<file path="src/rtl/uart2wifi_pkg.sv">
// Shared definitions for the UART-to-register-bus command bridge.
// Holds the frame/response byte codes, the bridge FSM state type and
// the fixed number of data bytes carried per register access.
package uart2wifi_pkg;

    localparam int DATA_BYTES = 4;

    localparam logic [7:0] CMD_WR  = 8'h57;  // 'W'
    localparam logic [7:0] CMD_RD  = 8'h52;  // 'R'
    localparam logic [7:0] RSP_ACK = 8'h4B;  // 'K'
    localparam logic [7:0] RSP_ERR = 8'h45;  // 'E'

    typedef enum logic [2:0] {
        IDLE     = 3'd0,
        GET_ADDR = 3'd1,
        GET_DATA = 3'd2,
        BUS_WR   = 3'd3,
        BUS_RD   = 3'd4,
        RD_CAP   = 3'd5,
        SEND     = 3'd6
    } cmd_state_t;

endpackage

</file>
<file path="src/rtl/uart2wifi_cmd_bridge_if.sv">
// Signal bundle between the command bridge and its surroundings
// (UART receiver, UART transmitter, register file).
//
// Handshakes:
//   rx: the receiver pulses rx_valid for one cycle per byte; the byte is
//       taken only when rx_ready is 1 in that cycle, otherwise it is lost.
//   tx: tx_valid/tx_data are held until the cycle where tx_valid &&
//       tx_ready; that cycle transfers the byte. tx_data never changes
//       while tx_valid && !tx_ready.
//   reg: reg_write / reg_read are one-cycle strobes; reg_rdata is valid
//        the cycle after reg_read.
//
// Modports: slave = bridge side, master = environment side.
// state_dbg exposes the bridge FSM state for observation.
interface uart2wifi_cmd_bridge_if
    import uart2wifi_pkg::*;
#(
    parameter int ADDR_W = 8,
    parameter int DATA_W = 32
);
    logic              rx_valid;
    logic [7:0]        rx_data;
    logic              rx_ready;
    logic              tx_valid;
    logic [7:0]        tx_data;
    logic              tx_ready;
    logic [ADDR_W-1:0] reg_addr;
    logic [DATA_W-1:0] reg_wdata;
    logic              reg_write;
    logic              reg_read;
    logic [DATA_W-1:0] reg_rdata;
    logic              err_pulse;
    cmd_state_t        state_dbg;

    modport slave (
        input  rx_valid, rx_data, tx_ready, reg_rdata,
        output rx_ready, tx_valid, tx_data, reg_addr, reg_wdata,
               reg_write, reg_read, err_pulse, state_dbg
    );

    modport master (
        output rx_valid, rx_data, tx_ready, reg_rdata,
        input  rx_ready, tx_valid, tx_data, reg_addr, reg_wdata,
               reg_write, reg_read, err_pulse, state_dbg
    );

endinterface

</file>
<file path="src/rtl/uart2wifi_tx_buf.sv">
// Response buffer: loads up to DATA_BYTES bytes at once and presents them
// LSB first on a valid/ready output.
// Ports:
//   clk, rst_n      clock, async active-low reset
//   load_i          load load_data_i / load_cnt_i (used only while empty)
//   load_data_i     bytes to send, byte 0 in bits [7:0]
//   load_cnt_i      number of bytes to send (1..DATA_BYTES)
//   tx_valid_o      a byte is pending
//   tx_data_o       pending byte
//   tx_ready_i      consumer accepts byte when tx_valid_o && tx_ready_i
//   last_o          the final pending byte is transferred this cycle
module uart2wifi_tx_buf
    import uart2wifi_pkg::*;
(
    input  logic                    clk,
    input  logic                    rst_n,
    input  logic                    load_i,
    input  logic [DATA_BYTES*8-1:0] load_data_i,
    input  logic [2:0]              load_cnt_i,
    output logic                    tx_valid_o,
    output logic [7:0]              tx_data_o,
    input  logic                    tx_ready_i,
    output logic                    last_o
);
    logic [DATA_BYTES*8-1:0] data_q, data_d;
    logic [2:0]              cnt_q, cnt_d;
    logic                    fire;

    assign tx_valid_o = (cnt_q != 3'd0);
    assign tx_data_o  = data_q[7:0];
    assign fire       = tx_valid_o && tx_ready_i;
    assign last_o     = fire && (cnt_q == 3'd1);

    always_comb begin
        data_d = data_q;
        cnt_d  = cnt_q;
        if (load_i) begin
            data_d = load_data_i;
            cnt_d  = load_cnt_i;
        end else if (fire) begin
            // Shift the next byte into the output slot; drained bytes become 0.
            data_d = {8'h00, data_q[DATA_BYTES*8-1:8]};
            cnt_d  = cnt_q - 3'd1;
        end
    end

    always_ff @(posedge clk or negedge rst_n) begin
        if (!rst_n) begin
            data_q <= '0;
            cnt_q  <= 3'd0;
        end else begin
            data_q <= data_d;
            cnt_q  <= cnt_d;
        end
    end

endmodule

</file>
<file path="src/rtl/uart2wifi_cmd_bridge.sv">
// Command bridge: decodes host byte frames from the UART receiver into
// single-cycle register-bus strobes and returns 'K', 'E' or 4 read-data
// bytes (LSB first) to the UART transmitter.
//   write frame: 'W' addr d0 d1 d2 d3   -> 'K'
//   read frame:  'R' addr               -> rdata[7:0] .. rdata[31:24]
//   bad command / bad address           -> 'E' + err_pulse
//   inter-byte silence of TIMEOUT_CYCLES inside a frame -> abort + err_pulse
//   byte arriving while not ready       -> dropped + err_pulse
// Ports:
//   clk   system clock
//   rst   asynchronous active-low reset
//   bus   uart2wifi_cmd_bridge_if.slave (rx, tx, register bus, err, state)
module uart2wifi_cmd_bridge
    import uart2wifi_pkg::*;
#(
    parameter int NUM_REGS       = 3,
    parameter int ADDR_W         = 8,
    parameter int DATA_W         = 32,
    parameter int TIMEOUT_CYCLES = 100000
)(
    input  logic                    clk,
    input  logic                    rst,
    uart2wifi_cmd_bridge_if.slave   bus
);
    localparam int TW = $clog2(TIMEOUT_CYCLES + 1);

    cmd_state_t        state_q, state_d;
    logic [ADDR_W-1:0] addr_q, addr_d;
    logic [DATA_W-1:0] wdata_q, wdata_d;
    logic [1:0]        bcnt_q, bcnt_d;
    logic              is_wr_q, is_wr_d;
    logic [TW-1:0]     idle_q, idle_d;

    logic              accept;
    logic              cmd_ok;
    logic              addr_ok;
    logic              in_frame;
    logic              timeout;

    logic              buf_load;
    logic [DATA_W-1:0] buf_data;
    logic [2:0]        buf_cnt;
    logic              buf_last;
    logic              rx_ready;

    assign accept   = bus.rx_valid && rx_ready;
    assign cmd_ok   = (bus.rx_data == CMD_WR) || (bus.rx_data == CMD_RD);
    assign addr_ok  = (bus.rx_data < 8'(NUM_REGS));
    assign in_frame = (state_q == GET_ADDR) || (state_q == GET_DATA);
    // An accepted byte in the limit cycle wins over the timeout.
    assign timeout  = in_frame && !accept && (idle_q == TW'(TIMEOUT_CYCLES - 1));

    // State register
    always_ff @(posedge clk or negedge rst) begin
        if (!rst) begin
            state_q <= IDLE;
        end else begin
            state_q <= state_d;
        end
    end

    // Frame datapath registers
    always_ff @(posedge clk or negedge rst) begin
        if (!rst) begin
            addr_q  <= '0;
            wdata_q <= '0;
            bcnt_q  <= 2'd0;
            is_wr_q <= 1'b0;
            idle_q  <= '0;
        end else begin
            addr_q  <= addr_d;
            wdata_q <= wdata_d;
            bcnt_q  <= bcnt_d;
            is_wr_q <= is_wr_d;
            idle_q  <= idle_d;
        end
    end

    // Next-state and datapath update
    always_comb begin
        state_d = state_q;
        addr_d  = addr_q;
        wdata_d = wdata_q;
        bcnt_d  = bcnt_q;
        is_wr_d = is_wr_q;
        idle_d  = (in_frame && !accept && !timeout) ? idle_q + TW'(1) : '0;
        case (state_q)
            IDLE: begin
                if (accept) begin
                    if (cmd_ok) begin
                        is_wr_d = (bus.rx_data == CMD_WR);
                        state_d = GET_ADDR;
                    end else begin
                        state_d = SEND;
                    end
                end
            end
            GET_ADDR: begin
                if (accept) begin
                    if (!addr_ok) begin
                        state_d = SEND;
                    end else begin
                        addr_d = ADDR_W'(bus.rx_data);
                        if (is_wr_q) begin
                            bcnt_d  = 2'd0;
                            state_d = GET_DATA;
                        end else begin
                            state_d = BUS_RD;
                        end
                    end
                end else if (timeout) begin
                    state_d = IDLE;
                end
            end
            GET_DATA: begin
                if (accept) begin
                    // Little-endian: each new byte enters at the top.
                    wdata_d = {bus.rx_data, wdata_q[DATA_W-1:8]};
                    bcnt_d  = bcnt_q + 2'd1;
                    if (bcnt_q == 2'd3) begin
                        state_d = BUS_WR;
                    end
                end else if (timeout) begin
                    state_d = IDLE;
                end
            end
            BUS_WR:  state_d = SEND;
            BUS_RD:  state_d = RD_CAP;
            RD_CAP:  state_d = SEND;
            SEND: begin
                if (buf_last) begin
                    state_d = IDLE;
                end
            end
            default: state_d = IDLE;
        endcase
    end

    // Outputs
    always_comb begin
        rx_ready      = (state_q == IDLE) || in_frame;
        bus.reg_write = (state_q == BUS_WR);
        bus.reg_read  = (state_q == BUS_RD);
        buf_load      = 1'b0;
        buf_data      = '0;
        buf_cnt       = 3'd0;
        bus.err_pulse = bus.rx_valid && !rx_ready;
        case (state_q)
            IDLE: begin
                if (accept && !cmd_ok) begin
                    buf_load      = 1'b1;
                    buf_data      = {24'h0, RSP_ERR};
                    buf_cnt       = 3'd1;
                    bus.err_pulse = 1'b1;
                end
            end
            GET_ADDR: begin
                if (accept && !addr_ok) begin
                    buf_load      = 1'b1;
                    buf_data      = {24'h0, RSP_ERR};
                    buf_cnt       = 3'd1;
                    bus.err_pulse = 1'b1;
                end else if (timeout) begin
                    bus.err_pulse = 1'b1;
                end
            end
            GET_DATA: begin
                if (timeout) begin
                    bus.err_pulse = 1'b1;
                end
            end
            BUS_WR: begin
                buf_load = 1'b1;
                buf_data = {24'h0, RSP_ACK};
                buf_cnt  = 3'd1;
            end
            RD_CAP: begin
                buf_load = 1'b1;
                buf_data = bus.reg_rdata;
                buf_cnt  = 3'(DATA_BYTES);
            end
            default: ;
        endcase
    end

    assign bus.rx_ready  = rx_ready;
    assign bus.reg_addr  = addr_q;
    assign bus.reg_wdata = wdata_q;
    assign bus.state_dbg = state_q;

    uart2wifi_tx_buf u_tx_buf (
        .clk         (clk),
        .rst_n       (rst),
        .load_i      (buf_load),
        .load_data_i (buf_data),
        .load_cnt_i  (buf_cnt),
        .tx_valid_o  (bus.tx_valid),
        .tx_data_o   (bus.tx_data),
        .tx_ready_i  (bus.tx_ready),
        .last_o      (buf_last)
    );

endmodule
</file>
<file path="src/flat_wrapper.sv">
// flat-port wrapper written by rule: the top's interface ports become plain ports
module uart2wifi_cmd_bridge_flat import uart2wifi_pkg::*;
#(
    parameter int NUM_REGS       = 3,
    parameter int ADDR_W         = 8,
    parameter int DATA_W         = 32,
    parameter int TIMEOUT_CYCLES = 100000
)
  (clk, rst, bus_rx_valid, bus_rx_data, bus_tx_ready, bus_reg_rdata, bus_rx_ready, bus_tx_valid, bus_tx_data, bus_reg_addr, bus_reg_wdata, bus_reg_write, bus_reg_read, bus_err_pulse, bus_state_dbg);
  uart2wifi_cmd_bridge_if #(.ADDR_W(ADDR_W), .DATA_W(DATA_W)) bus_i ();
  input  logic clk;
  input  logic rst;
  input wire logic [$bits(bus_i.rx_valid)-1:0] bus_rx_valid;
  input wire logic [$bits(bus_i.rx_data)-1:0] bus_rx_data;
  input wire logic [$bits(bus_i.tx_ready)-1:0] bus_tx_ready;
  input wire logic [$bits(bus_i.reg_rdata)-1:0] bus_reg_rdata;
  output wire logic [$bits(bus_i.rx_ready)-1:0] bus_rx_ready;
  output wire logic [$bits(bus_i.tx_valid)-1:0] bus_tx_valid;
  output wire logic [$bits(bus_i.tx_data)-1:0] bus_tx_data;
  output wire logic [$bits(bus_i.reg_addr)-1:0] bus_reg_addr;
  output wire logic [$bits(bus_i.reg_wdata)-1:0] bus_reg_wdata;
  output wire logic [$bits(bus_i.reg_write)-1:0] bus_reg_write;
  output wire logic [$bits(bus_i.reg_read)-1:0] bus_reg_read;
  output wire logic [$bits(bus_i.err_pulse)-1:0] bus_err_pulse;
  output wire logic [$bits(bus_i.state_dbg)-1:0] bus_state_dbg;
  assign bus_i.rx_valid = bus_rx_valid;
  assign bus_i.rx_data = bus_rx_data;
  assign bus_i.tx_ready = bus_tx_ready;
  assign bus_i.reg_rdata = bus_reg_rdata;
  assign bus_rx_ready = bus_i.rx_ready;
  assign bus_tx_valid = bus_i.tx_valid;
  assign bus_tx_data = bus_i.tx_data;
  assign bus_reg_addr = bus_i.reg_addr;
  assign bus_reg_wdata = bus_i.reg_wdata;
  assign bus_reg_write = bus_i.reg_write;
  assign bus_reg_read = bus_i.reg_read;
  assign bus_err_pulse = bus_i.err_pulse;
  assign bus_state_dbg = bus_i.state_dbg;
  uart2wifi_cmd_bridge #(.NUM_REGS(NUM_REGS), .ADDR_W(ADDR_W), .DATA_W(DATA_W), .TIMEOUT_CYCLES(TIMEOUT_CYCLES)) u_core (.clk(clk), .rst(rst), .bus(bus_i));
endmodule
</file>
<file path="config.mk">
export PLATFORM = sky130hd
export DESIGN_NAME = uart2wifi_cmd_bridge_flat
export DESIGN_NICKNAME = d
export VERILOG_FILES = /design/src/rtl/uart2wifi_pkg.sv /design/src/rtl/uart2wifi_cmd_bridge_if.sv /design/src/rtl/uart2wifi_tx_buf.sv /design/src/rtl/uart2wifi_cmd_bridge.sv /design/src/flat_wrapper.sv
export SDC_FILE = /design/constraint.sdc
export NUM_CORES = 1
export LEC_CHECK = 0
export ABC_CLOCK_PERIOD_IN_PS = 3950
export CORE_ASPECT_RATIO = 1.4
export CORE_UTILIZATION = 35
export DETAILED_ROUTE_END_ITERATION = 16
export PLACE_DENSITY_LB_ADDON = 0.2
export SLEW_MARGIN = 10
export SYNTH_ARGS = -nofsm -noshare
export SYNTH_HDL_FRONTEND = slang
export SYNTH_HIERARCHICAL = 1
export SYNTH_SLANG_ARGS = --single-unit
</file>
<file path="constraint.sdc">
create_clock -name clk -period 3.95 [get_ports clk]
set_input_delay 1.185 -clock clk [delete_from_list [all_inputs] [get_ports clk]]
set_output_delay 1.185 -clock clk [all_outputs]
set_load 0.01 [all_outputs]
</file>
==> results of run 1 <==
-- per-layer routing --
layer	GRT usage [%]	vias to the layer above
li1	-	1849
met3	4.06	23
met5	0	-
met4	8.35	0
met2	28.7	95
met1	20.8	1881
-- metrics by stage --
stage          hold WS (ns)  cells  setup WS (ns)  power [mW]
5_1_grt               0.513    747          0.120        4.50
4_1_cts               0.492    746        0.00891        4.28
3_3_place_gp          0.472    730         -0.373        3.39
3_5_place_dp          0.475    730         -0.330        3.42
2_1_floorplan         0.455    462          0.713        2.62
6_report              0.491    747          0.220        4.23
-- cells by family (layout without fill, tap and decap cells) --
family	Yosys count	in the layout
DFF	98	98
other	1	1
and+or+nand+nor	168	168
AOI/OAI and AO/OA	93	93
muxes	36	36
adders and majority gates	5	5
buffers and inverters	48	148
xor gates and xnor gates	13	13
-- timing repair --
item,CTS,global route
buffers inserted,0,1
cloned,0,0
resized for setup,9,3
pin swaps,2,1
setup endpoints to repair,1,1
-- layout make-up --
| type | instances | area (sq um) | share of cell area [%] |
|---|---|---|---|
| clock buffer | 9 | 225 | 3.49 |
| multi-input combinational | 316 | 2270 | 35.3 |
| timing repair buffer | 122 | 1160 | 18.1 |
| sequential | 98 | 2450 | 38.0 |
| inverter | 10 | 40.0 | 0.621 |
| clock inverter | 7 | 58.8 | 0.912 |
| tap | 185 | 231 | 3.59 |
-- worst register-to-register path: stages (launching register included) --
cell	delay, ns
dfrtp_1	0.54
nor2b_1	0.23
buf_4	0.30
and2_1	0.31
nand2b_2	0.24
buf_4	0.23
buf_4	0.19
nor2b_1	0.07
a221o_1	0.31
-- registers in the layout (all words and copies together), names as in the netlist --
name,flops
u_core/bus.state_dbg,3
u_core/u_tx_buf/cnt_q,3
u_core/bcnt_q,2
u_core/u_tx_buf/data_q,32
u_core/idle_q,17
u_core/bus.reg_wdata,32
u_core/is_wr_q,1
u_core/bus.reg_addr,8
-- synth_stat cells, drive strengths merged, types with 9 or more instances --
master and number:
dfrtp 98, mux2 35, and3 30, buf 30, nor2 27, nor2b 27, a21oi 22, nand2 18
o21ai 18, a221o 16, nand2b 12, nor3 12, a22o 10, inv 10, nand3 10, and2 9
-- power breakdown --
group	total (mW)	switching, mW	internal [mW]
registers	1.49	0.199	1.29
logic	1.90	0.922	0.974
clock network	0.847	0.410	0.437
total	4.23	1.53	2.70
-- worst paths after layout --
path / from / to / depth (start not counted)
max: bus_rx_data[3] / bus_err_pulse / 7
min: u_core/bus.reg_addr[4] / u_core/bus.reg_addr[4] / 1
max reg2reg: u_core/bus.state_dbg[1] / u_core/u_tx_buf/data_q[23] / 8
min reg2reg: u_core/bus.reg_addr[4] / u_core/bus.reg_addr[4] / 1
max in group asynchronous: rst / u_core/bus.reg_wdata[0] / 2
min in group asynchronous: rst / u_core/u_tx_buf/data_q[27] / 1
==> impl_results.md, run 1 <==
- Clock transition at path regs: 0.07 ns
- DRT antenna net count: 0
- Post-synthesis mux area share: 8.13%
- Top Ports: 100
- Initial core utilization: 35.7%
- Vias/cell: 5.15
- Tmin final: 3.73 ns
- I/O Buffers: 99
- Post-DP Area: 0.00615 sq mm
- Yosys reg bits: 98
- Cts bufs inserted: 9
- Fmax achieved: 268 MHz
- Most common cell after layout, fill and taps aside: dfrtp_1
- Avg Inst Size Synth: 10.8 sq um
- Initial antenna violation count: 0
- Met2 routed WL: 5.98 mm
- Largest net degree at the start of global routing: 85
- Post-Synth Adder-Cell Area: 1.26%
- Synth Area in Compound Gates: 13.5%
- Util after Layout: 46.3%
- ANT cells: 0
- Grt ovf: 0
- Synth Net Count: 511
- Pwr/cell area: 656 mW/mm^2
- Wire length on met1: 5.00 mm
- Post-synth EDFFs: 0
- DIE WIDTH: 103 um
- Max-cap viol count: 0
- Main combinational cell family by area after synthesis: simple AND/OR/NAND/NOR gates
- Starting DRT DRC Count: 261
- Crit Path Class: in2out
- Final number of setup-violating endpoints: 0
- Crit path max-delay family: buffers and inverters
- Area leader, netlist: dfrtp_1
- Worst endpoint required time: 2.76 ns
- # hold bufs at CTS: 0
- CTS Sinks: 98
- DRT Pass-1 Iters: 4
- Crit path launch type: input port
- Class of the worst hold path: reg2reg
- Ys async rst share: 100%
- Period utilization: 94.4%
- Clk buf depth: 2
- Vias in the first global route: 3863
- Via Count: 3848
- Synthesis Warnings: 6
- Wire length of the first global-routing pass: 19.4 mm
- Fin area: 0.00645 sq mm
- Worst Path Max Fanout: 2
- Slowest library cell on the worst path: clkdlybuf4s50_1
- Part of the Yosys area used for sequential elements: 49.3%
- Post-synth top area share: 49.3%
- Die ar.: 0.0147 sq mm
- Synth Flop Type: dfrtp_1
- Critical Path End Type: output port
- Slew at the pin closest to its max-slew limit: 1.08 ns
- Most frequent cells in the layout: dfrtp_1, clkdlybuf4s50_1, mux2_2
- CTS tree: built
- Hold Vio Cnt, Final: 0
- Post-DP HPWL: 8.15 mm
- Worst path buffer plus inverter count: 3
- RSZ-0062 raised after global routing: no
- Clock Skews: 0.00999 ns
- Synth Area in XOR/XNOR: 2.29%
- DRC errors left: 0
- Clk Latency, worst-skew pair: 0.35 ns
- Worst-path cell chain: clkdlybuf4s50_1 -> nor3_4 -> buf_4 -> a21oi_2 -> a211oi_2 -> o22ai_1 -> clkbuf_2
- Sum of negative setup slack: 0 ns
- Placer Congestion: 0.801
- Syn Inst Count: 462
- Synth unique cells: 62
- Status: finished, final reports clean
- Chip Height: 143 um
- Gr usage total: 17.3%
- Layout Nets: 606
- Layout cell share with drive strength beyond 1: 16.2%
- Root cell of the clock tree: clkbuf_16
- Core footprint: 0.0139 sq mm
- CP Data Arrival Time: 2.54 ns
- R2R setup slack: 1.42 ns
- Area Overhead vs Synth: 29.7%
- Wire length on met3: 651 um
- VDD IR max: 0.366 mV
- Worst relative slew slack: 27.7%
- Standard-cell rows: 51
- Fillers: 1373
- CTS H-tree depth: 3
- Max Slew Vio Count: 0
- Critical Path Max Stage Delay: 0.46 ns
- LEAKAGE: 2.85 nW
- Post-synthesis cell area: 0.00497 sq mm
- Max Used Layer: met4
- Average wire per standard cell: 16.0 um
- Wire length after detailed routing: 12.0 mm
- Post-Synth Simple-Gate Area: 20.1%
- Synth area leaders: dfrtp_1, mux2_2, and3_1, nor2b_1, a221o_1
No activity file was read; power rests on OpenSTA's default activity.
==> run 2, diff against run 1 <==
--- a/config.mk
+++ b/config.mk
@@ -7,7 +7,9 @@
 export LEC_CHECK = 0
 export ABC_CLOCK_PERIOD_IN_PS = 3950
 export CORE_ASPECT_RATIO = 1.4
+export CORE_MARGIN = 8
 export CORE_UTILIZATION = 35
+export CTS_CLUSTER_SIZE = 14
 export DETAILED_ROUTE_END_ITERATION = 16
 export PLACE_DENSITY_LB_ADDON = 0.2
 export SLEW_MARGIN = 10
==> impl_results.md, run 2 (synthesis gave the netlist of run 1 again) <==
- Slowest library cell on the worst path: clkdlybuf4s50_1
- Fmax achieved: 259 MHz
- Max-cap viol count: 0
- Final worst setup slack: 0.0963 ns
- Chip Height: 157 um
- Area Overhead vs Synth: 29.1%
- Area of the multi-input gates: 0.00227 sq mm
- Die ar.: 0.0183 sq mm
- Crit Path Class: in2out
- Setup Buffers After CTS: 0
- Wire length after detailed routing: 12.6 mm
- Pwr/cell area: 655 mW/mm^2
- CTS tree: built
- Slew at the pin closest to its max-slew limit: 0.797 ns
- Placer Congestion: 0.797
- CTS Sinks: 98
- Largest net degree at the start of global routing: 87
- DIE WIDTH: 117 um
- Core footprint: 0.0139 sq mm
- Initial core utilization: 35.7%
- Final number of setup-violating endpoints: 0
- Worst relative slew slack: 46.9%
- Reg power frac: 35.3%
- Most common cell after layout, fill and taps aside: dfrtp_1
- Average wire per standard cell: 17.0 um
- Most frequent cells in the layout: dfrtp_1, clkdlybuf4s50_1, mux2_2
- Vias in the first global route: 4034
- Clock transition at path regs: 0.07 ns
- DRT Pass-1 Iters: 4
- Crit path launch type: input port
- Combinational fraction of design power: 45.1%
- CTS H-tree depth: 3
- DRT antenna net count: 0
- Gr usage total: 14.1%
- Worst endpoint required time: 2.76 ns
- Root cell of the clock tree: clkbuf_16
- Cts bufs inserted: 9
- Wire length of the first global-routing pass: 20.6 mm
- Post-CTS sizing: 10
- I/O Buffers: 99
- Clock Skews: 0.0123 ns
- Sw Pwr: 1.52 mW
- Post-DP HPWL: 8.83 mm
- ANT cells: 0
- VDD IR max: 0.355 mV
- Starting DRT DRC Count: 208
- Clk Latency, worst-skew pair: 0.34 ns
- Critical Path End Type: output port
- Class of the worst hold path: reg2reg
- # hold bufs at CTS: 0
- Hold Vio Cnt, Final: 0
- Initial antenna violation count: 0
- Vias/cell: 5.17
- Sw Ratio: 36.2%
- Via Count: 3845
- Layout Nets: 602
- Top Ports: 100
- LEAKAGE: 2.80 nW
- Sum of negative setup slack: 0 ns
- Worst-path cell chain: clkdlybuf4s50_1 -> nor3_4 -> nand3_1 -> a211oi_2 -> o22ai_1 -> clkdlybuf4s15_2
- Clk pwr share: 19.6%
- Critical Path Max Stage Delay: 0.46 ns
- CP Data Arrival Time: 2.67 ns
- Grt ovf: 0
- Standard-cell rows: 51
- Status: finished, final reports clean
- Fillers: 1368
- Clk buf depth: 2
- RSZ-0062 raised after global routing: no
- DRC errors left: 0
- Internal: 2.68 mW
- Register area: 0.00245 sq mm
- Tmin final: 3.85 ns
- Worst Path Max Fanout: 3
- Place WS: -0.376 ns
- Period utilization: 97.6%
- Max Slew Vio Count: 0
- Layout cell share with drive strength beyond 1: 15.2%
[run 2: power by group through the flow]
| stage | clock, mW | combinational, mW | sequential (mW) |
|---|---|---|---|
| after detailed placement | 0 | 1.91 | 1.51 |
| after CTS | 0.853 | 1.92 | 1.49 |
| after global placement | 0 | 1.89 | 1.50 |
| final | 0.822 | 1.90 | 1.48 |
| after floorplan | 0 | 1.09 | 1.53 |
| after global routing | 0.895 | 2.08 | 1.53 |
[run 2: layout make-up]
| cell class | instances | share of cell area [%] |
|---|---|---|
| inverters | 10 | 0.624 |
| flip-flops and latches | 98 | 38.2 |
| clock buffers | 10 | 3.57 |
| clock inverters | 6 | 0.780 |
| multi-input cells | 316 | 35.4 |
| repair buffers | 118 | 17.8 |
| well taps | 185 | 3.61 |
[run 2: metal layers]
layer	up-vias	part of all wire, %	track usage (%)
met5	-	0	0
met4	0	1.5	4.35
met3	14	6.6	4.29
met2	91	50	23.8
met1	1899	42	16.7
li1	1841	-	-
[run 2: worst max-delay path: cells and delay by family]
| family | cells | cell delay (ns) |
|---|---|---|
| compound gates | 2 | 0.36 |
| buf+inv | 2 | 0.71 |
| simple gates | 2 | 0.41 |
[run 2: path summary, 6_finish.rpt]
kind,start,end,slack (ns),cells after the start
worst max-delay path,bus_rx_data[7],bus_err_pulse,0.1,6
worst min-delay path,u_core/bus.reg_addr[7],u_core/bus.reg_addr[7],0.49,1
worst max register to register,u_core/bus.state_dbg[1],u_core/u_tx_buf/data_q[10],1.41,8
worst min register to register,u_core/bus.reg_addr[7],u_core/bus.reg_addr[7],0.49,1
max in group asynchronous,rst,u_core/bus.reg_wdata[28],2.34,2
min in group asynchronous,rst,u_core/u_tx_buf/data_q[27],0.89,1
[run 2: per-stage QoR]
stage	hold slack, ns	util, %	power, mW	cell area [sq um]	std cells
6_report	0.491	46.1	4.20	6410	743
5_1_grt	0.509	46.1	4.50	6410	743
4_1_cts	0.494	46.1	4.27	6410	743
3_5_place_dp	0.471	44.0	3.42	6120	727
3_3_place_gp	0.472	44.0	3.39	6120	727
2_1_floorplan	0.455	-	2.62	4970	462
==> run 3, diff against run 2 <==
--- a/config.mk
+++ b/config.mk
@@ -9,6 +9,7 @@
 export CORE_ASPECT_RATIO = 1.4
 export CORE_MARGIN = 8
 export CORE_UTILIZATION = 35
+export CTS_CLUSTER_DIAMETER = 80
 export CTS_CLUSTER_SIZE = 14
 export DETAILED_ROUTE_END_ITERATION = 16
 export PLACE_DENSITY_LB_ADDON = 0.2
==> results of run 3 <==
Final layout, timing and power as in run 2 (identical DEF).
